File: src/rtl/keypad_pkg.sv
// Shared keypad scanner definitions: matrix geometry, FSM states and row/column helpers.
package keypad_pkg;

   localparam int KEY_ROWS = 4;
   localparam int KEY_COLS = 4;
   localparam int ROW_W = $clog2(KEY_ROWS);
   localparam logic [3:0] ROW_IDLE = 4'b1110;

   typedef enum logic [1:0] {
      ST_SCAN,
      ST_DEBOUNCE,
      ST_HELD,
      ST_RELEASE
   } state_t;

   function automatic logic [3:0] row_drive(input logic [ROW_W-1:0] idx);
      return ~(4'b0001 << idx);
   endfunction

   // Only meaningful when exactly one column is low; callers gate on that.
   function automatic logic [1:0] col_index(input logic [3:0] cols);
      logic [1:0] idx;
      idx = '0;
      for (int unsigned i = 0; i < KEY_COLS; i++) begin
         if (!cols[i]) idx = 2'(i);
      end
      return idx;
   endfunction

endpackage

File: src/rtl/tick_gen.sv
// Free-running divider: tick is high for one cycle out of every DIV cycles.
module tick_gen #(
   parameter int unsigned DIV = 1000
) (
   input  logic clk_src,
   input  logic rst_n,
   output logic tick
);

   localparam int unsigned W = $clog2(DIV);

   logic [W-1:0] cnt;

   assign tick = (cnt == W'(DIV - 1));

   always_ff @(posedge clk_src or negedge rst_n) begin
      if (!rst_n) begin
         cnt <= '0;
      end else if (tick) begin
         cnt <= '0;
      end else begin
         cnt <= cnt + W'(1);
      end
   end

endmodule

File: src/rtl/keypad_scan_unit.sv
// 4x4 matrix keypad scanner with ghost rejection, press/release debounce and a key-code history register.
module keypad_scan_unit
   import keypad_pkg::*;
#(
   parameter int unsigned SCAN_DIV     = 1000,
   parameter int unsigned DEBOUNCE_CNT = 4,
   parameter int unsigned DATA_WIDTH   = 32
) (
   input  logic                  clk_src,
   input  logic                  rst_n,
   input  logic [3:0]            col_n,
   input  logic                  clear,
   output logic [3:0]            row_n,
   output logic [3:0]            key_code,
   output logic                  key_valid,
   output logic                  key_held,
   output logic [DATA_WIDTH-1:0] key_data
);

   localparam int unsigned CW = $clog2(DEBOUNCE_CNT + 1);
   localparam logic [CW-1:0] CNT_LAST = CW'(DEBOUNCE_CNT);

   state_t           state;
   logic             tick;
   logic [3:0]       sync1, sync2;
   logic [ROW_W-1:0] row_idx, row_nxt;
   logic [1:0]       col_lat, col_idx;
   logic [CW-1:0]    cnt, cnt_inc;
   logic             one_low, all_high, same_col, accept, release_done;

   tick_gen #(.DIV(SCAN_DIV)) u_tick (
      .clk_src (clk_src),
      .rst_n   (rst_n),
      .tick    (tick)
   );

   // Accept and release-complete are decoded once so both DEBOUNCE_CNT=1 shortcuts share one path.
   always_comb begin
      one_low      = ($countones(~sync2) == 1);
      all_high     = &sync2;
      col_idx      = col_index(sync2);
      same_col     = one_low && (col_idx == col_lat);
      cnt_inc      = cnt + CW'(1);
      row_nxt      = row_idx + ROW_W'(1);
      accept       = tick && ((state == ST_SCAN && one_low && DEBOUNCE_CNT == 1) ||
                              (state == ST_DEBOUNCE && same_col && cnt_inc == CNT_LAST));
      release_done = tick && all_high && ((state == ST_HELD && DEBOUNCE_CNT == 1) ||
                                          (state == ST_RELEASE && cnt_inc == CNT_LAST));
   end

   always_ff @(posedge clk_src or negedge rst_n) begin
      if (!rst_n) begin
         state     <= ST_SCAN;
         sync1     <= '1;
         sync2     <= '1;
         row_idx   <= '0;
         row_n     <= ROW_IDLE;
         col_lat   <= '0;
         cnt       <= '0;
         key_code  <= '0;
         key_valid <= 1'b0;
         key_held  <= 1'b0;
         key_data  <= '0;
      end else begin
         sync1     <= col_n;
         sync2     <= sync1;
         key_valid <= accept;

         if (clear) begin
            key_data <= '0;
         end else if (accept) begin
            key_data <= (key_data << 4) | DATA_WIDTH'({row_idx, col_idx});
         end

         if (accept) begin
            key_code <= {row_idx, col_idx};
            key_held <= 1'b1;
            cnt      <= '0;
            state    <= ST_HELD;
         end else if (release_done) begin
            key_held <= 1'b0;
            cnt      <= '0;
            row_idx  <= row_nxt;
            row_n    <= row_drive(row_nxt);
            state    <= ST_SCAN;
         end else if (tick) begin
            case (state)
               ST_SCAN: begin
                  if (one_low) begin
                     col_lat <= col_idx;
                     cnt     <= CW'(1);
                     state   <= ST_DEBOUNCE;
                  end else begin
                     row_idx <= row_nxt;
                     row_n   <= row_drive(row_nxt);
                  end
               end
               ST_DEBOUNCE: begin
                  if (same_col) begin
                     cnt <= cnt_inc;
                  end else begin
                     cnt     <= '0;
                     row_idx <= row_nxt;
                     row_n   <= row_drive(row_nxt);
                     state   <= ST_SCAN;
                  end
               end
               ST_HELD: begin
                  if (all_high) begin
                     cnt   <= CW'(1);
                     state <= ST_RELEASE;
                  end
               end
               ST_RELEASE: begin
                  if (all_high) begin
                     cnt <= cnt_inc;
                  end else begin
                     cnt   <= '0;
                     state <= ST_HELD;
                  end
               end
               default: state <= ST_SCAN;
            endcase
         end
      end
   end

endmodule

File: config.mk
export PLATFORM = sky130hd
export DESIGN_NAME = keypad_scan_unit
export DESIGN_NICKNAME = d
export VERILOG_FILES = /design/src/rtl/keypad_pkg.sv /design/src/rtl/tick_gen.sv /design/src/rtl/keypad_scan_unit.sv
export SDC_FILE = /design/constraint.sdc
export NUM_CORES = 1
export LEC_CHECK = 0
export CAP_MARGIN = 10
export CORE_MARGIN = 5
export CORE_UTILIZATION = 55
export DETAILED_ROUTE_END_ITERATION = 8
export PLACE_DENSITY = 0.91
export SLEW_MARGIN = 15
export SYNTH_ARGS = -nofsm -noshare
export SYNTH_HDL_FRONTEND = slang
export SYNTH_SLANG_ARGS = --single-unit
File: constraint.sdc
create_clock -name clk_src -period 7.1 [get_ports clk_src]
set_input_delay 1.775 -clock clk_src [delete_from_list [all_inputs] [get_ports clk_src]]
set_output_delay 1.775 -clock clk_src [all_outputs]
set_load 0.05 [all_outputs]
==> flow_metrics.env <==
export IMPL_cts_setup_buffers=0
export IMPL_cp_max_fo=43
export IMPL_clkLatencyLatePin_ns=0.34
export IMPL_cp_end_kind="register"
export IMPL_start_util_pct=55.8
export IMPL_cts_buffer_depth=2
export IMPL_cap_violations=0
export IMPL_fin_nets=327
export IMPL_layout_drive_gt1_share_pct=11.5
export IMPL_hold_slack_ns=0.354
export IMPL_p_leak_nw=1.61
export IMPL_layout_commonest_cell="dfrtp_1"
export IMPL_ys_seq_area_share_pct=57.4
export IMPL_clk_pin_slew_ns=0.07
export IMPL_overflow=0
export IMPL_antenna_cells=0
export IMPL_die_w_um=84.3
export IMPL_required_ns=7.29
export IMPL_ctsHoldBuffers=0
export IMPL_crit_reg2reg_launch="sync2[3]"
export IMPL_clkSinkCount=69
export IMPL_r2r_setup_slack_ns=3.62
export IMPL_track_usage_pct=17.6
export IMPL_place_inst=370
export IMPL_grt_max_degree=70
export IMPL_postSynthAreaPerCell_um2=11.8
export IMPL_final_cell_mix="dfrtp_1, clkdlybuf4s50_1, nor2_1, mux2i_1, inv_1"
export IMPL_pwr_share_seq_pct=54.0
export IMPL_critPathArrivalTime_ns=3.67
export IMPL_cts_resized=0
export IMPL_rsz0062_at_grt="no"
export IMPL_ir_drop_mv=0.162
export IMPL_rr_worst_depth=10
export IMPL_critPathMaxStageDelay_ns=0.60
export IMPL_place_area_um2=3550
export IMPL_critical_path_endpoint="key_data[23]"
export IMPL_vias=2070
export IMPL_grt_pass1_vias=2101
export IMPL_clock_tree_root_cell="clkbuf_8"
export IMPL_core_area_um2=5440
export IMPL_drv_slew=0
export IMPL_crit_path_start_kind="register"
export IMPL_fin_crit_sh_pct=49.1
export IMPL_regArea_um2=1740
export IMPL_swShare_pct=22.0
export IMPL_syn_num_nets=275
export IMPL_hold_violations=0
export IMPL_finalClockSkew_ns=0.0114
export IMPL_crit_top_cell="ha_1"
export IMPL_r2r_end="key_data[23]"
export IMPL_synthToLayoutAreaGrowth_pct=23.8
export IMPL_slowest_stage="dfstp_2"
export IMPL_drt_pass1_iterations=4
export IMPL_fin_crit_ns=3.48
export IMPL_intPower_uw=577
export IMPL_timing_slew_headroom_pct=27.0
export IMPL_io_buffers=48
export IMPL_crit_type="reg -> reg"
export IMPL_fmax_mhz=287
export IMPL_final_fill_count=388
export IMPL_p_total_uw=739
export IMPL_final_util_pct=69.1
export IMPL_worst_hold_path_type="reg -> reg"
export IMPL_wl_um=5750
export IMPL_final_antenna_net_count=0
export IMPL_finalSetupTns_ns=0
export IMPL_drc=0
export IMPL_synth_cells=257
export IMPL_clkPwrFrac_pct=43.1
export IMPL_grt_pass1_wl_um=9960
export IMPL_cts_inserted_buffers=9
export IMPL_chipHeight_um=84.3
export IMPL_ys_ff_latch=69
export IMPL_place_congestion=0.831
export IMPL_dr_first_iter_drc_count=111
export IMPL_cts_tree="built"
export IMPL_mappedNetlistArea_um2=3030
export IMPL_worstPathCellList="fa_1 -> inv_1 -> ha_1 -> ha_1 -> nor4b_2 -> nand2_1 -> a2111oi_4 -> buf_4 -> mux2i_1 -> nor2_1"
export IMPL_power_density_nw_per_um2=197
export IMPL_worstMarginPinSlew_ns=1.09
export IMPL_switchingPower_uw=162
export IMPL_rows=27
export IMPL_finalSetupViolCount=0
export IMPL_io_pins=49
export IMPL_stdcell_count=386
export IMPL_synth_distinct_cells=40
export IMPL_vias_per_cell=5.36
export IMPL_fin_area_um2=3760
export IMPL_dieArea_um2=7100
export IMPL_wl_per_cell_um=14.9
export IMPL_antenna_found_initial=0
export IMPL_yosysWarnings=0
export IMPL_fin_ws_ns=3.62
export IMPL_critPathLaunch="sync2[3]"
export IMPL_hpwl_um=3920
export IMPL_dp_slack_ns=3.61
export IMPL_h_tree_depth=3
export IMPL_pwr_share_comb_pct=2.9
export IMPL_outcome="finished clean"
export IMPL_multi_input_area_um2=1170
## metal layers
| metal | track usage [%] | part of all wire [%] | vias up |
|---|---|---|---|
| met5 | 0 | 0 | - |
| li1 | - | - | 970 |
| met3 | 5.30 | 5.4 | 10 |
| met4 | 7.75 | 1.6 | 0 |
| met2 | 28.8 | 50 | 51 |
| met1 | 21.6 | 43 | 1039 |
## power groups by stage
| stage | combinational (mW) | sequential [mW] | clock, mW |
|---|---|---|---|
| 2_1_floorplan | 0.00913 | 0.406 | 0 |
| 3_3_place_gp | 0.0216 | 0.406 | 0 |
| 3_5_place_dp | 0.0220 | 0.406 | 0 |
| 4_1_cts | 0.0221 | 0.399 | 0.328 |
| 5_1_grt | 0.0254 | 0.399 | 0.342 |
| 6_report | 0.0213 | 0.399 | 0.318 |
## cells in the mapped netlist, drive strengths merged
library cell  count  area share (%)
nor2             40             4.9
nand2            10             1.2
dfstp            11             9.5
and3              6             1.2
dfrtp            58              48
nand3             5            0.82
o2111a            1            0.37
clkbuf            4            0.49
nor3              3            0.49
ha               10             4.1
and2              5             1.0
mux2              3             1.1
inv              16             2.0
o21ai             8             1.3
a21oi             5            0.82
nor4b             2            0.78
nor4bb            2            0.66
a31oi             3            0.62
o21a              1            0.25
a211oi            1            0.41
a311oi            1            0.29
o22ai             2            0.41
o21bai            2            0.49
buf               5             1.5
and4              2            0.58
o211ai            1            0.25
nand3b            1            0.25
nand2b            2            0.41
a21o              1            0.25
fa                1            0.66
a2111oi           2             1.2
nor2b             2            0.41
mux2i            32              11
xor2              4             1.2
xnor2             4             1.2
or3               1            0.37
## worst max-delay path, delay by kind of cell, from the launching register on
family / cells / cell delay, ns
muxes: 1 / 0.27
DFF: 1 / 0.60
and+or+nand+nor: 3 / 0.72
adders and majority gates: 3 / 0.78
AOI/OAI and AO/OA: 1 / 0.33
buffers and inverters: 2 / 0.60
## layout make-up
class | instances | area share [%]
multi-input cells | 163 | 31.2
clock inverters | 5 | 1.60
well taps | 72 | 2.40
flip-flops and latches | 69 | 46.3
clock buffers | 11 | 3.76
inverters | 16 | 1.60
repair buffers | 50 | 13.1
## state kept, by name, indices dropped and copies added, names as in the netlist
register	count
row_n	4
sync1	4
state	2
key_valid	1
col_lat	2
row_idx	2
key_held	1
cnt	3
key_data	32
key_code	4
sync2	4
u_tick.cnt	10
## how the worst min path moves through the flow
| stage | slack [ns] | startpoint | end | cells past startpoint |
|---|---|---|---|---|
| finish | 0.35 | sync1[1] | sync2[1] | 0 |
| floorplan | 0.35 | sync1[0] | sync2[0] | 0 |
| CTS | 0.35 | sync1[0] | sync2[0] | 0 |
| detailed placement | 0.35 | sync1[0] | sync2[0] | 0 |
| global placement | 0.35 | sync1[0] | sync2[0] | 0 |
| global route | 0.36 | sync1[1] | sync2[1] | 0 |
## kinds of logic (layout without fill, tap and decap cells)
| group | Yosys count | count (layout) | synth area share [%] |
|---|---|---|---|
| simple gates | 81 | 81 | 13.2 |
| flops | 69 | 69 | 57.4 |
| xor+xnor | 8 | 8 | 2.31 |
| mux | 35 | 35 | 11.7 |
| buf+inv | 25 | 82 | 3.96 |
| compound gates | 28 | 28 | 6.68 |
| fa+ha+maj | 11 | 11 | 4.78 |
Note: power is estimated with default switching activity, not from simulation.
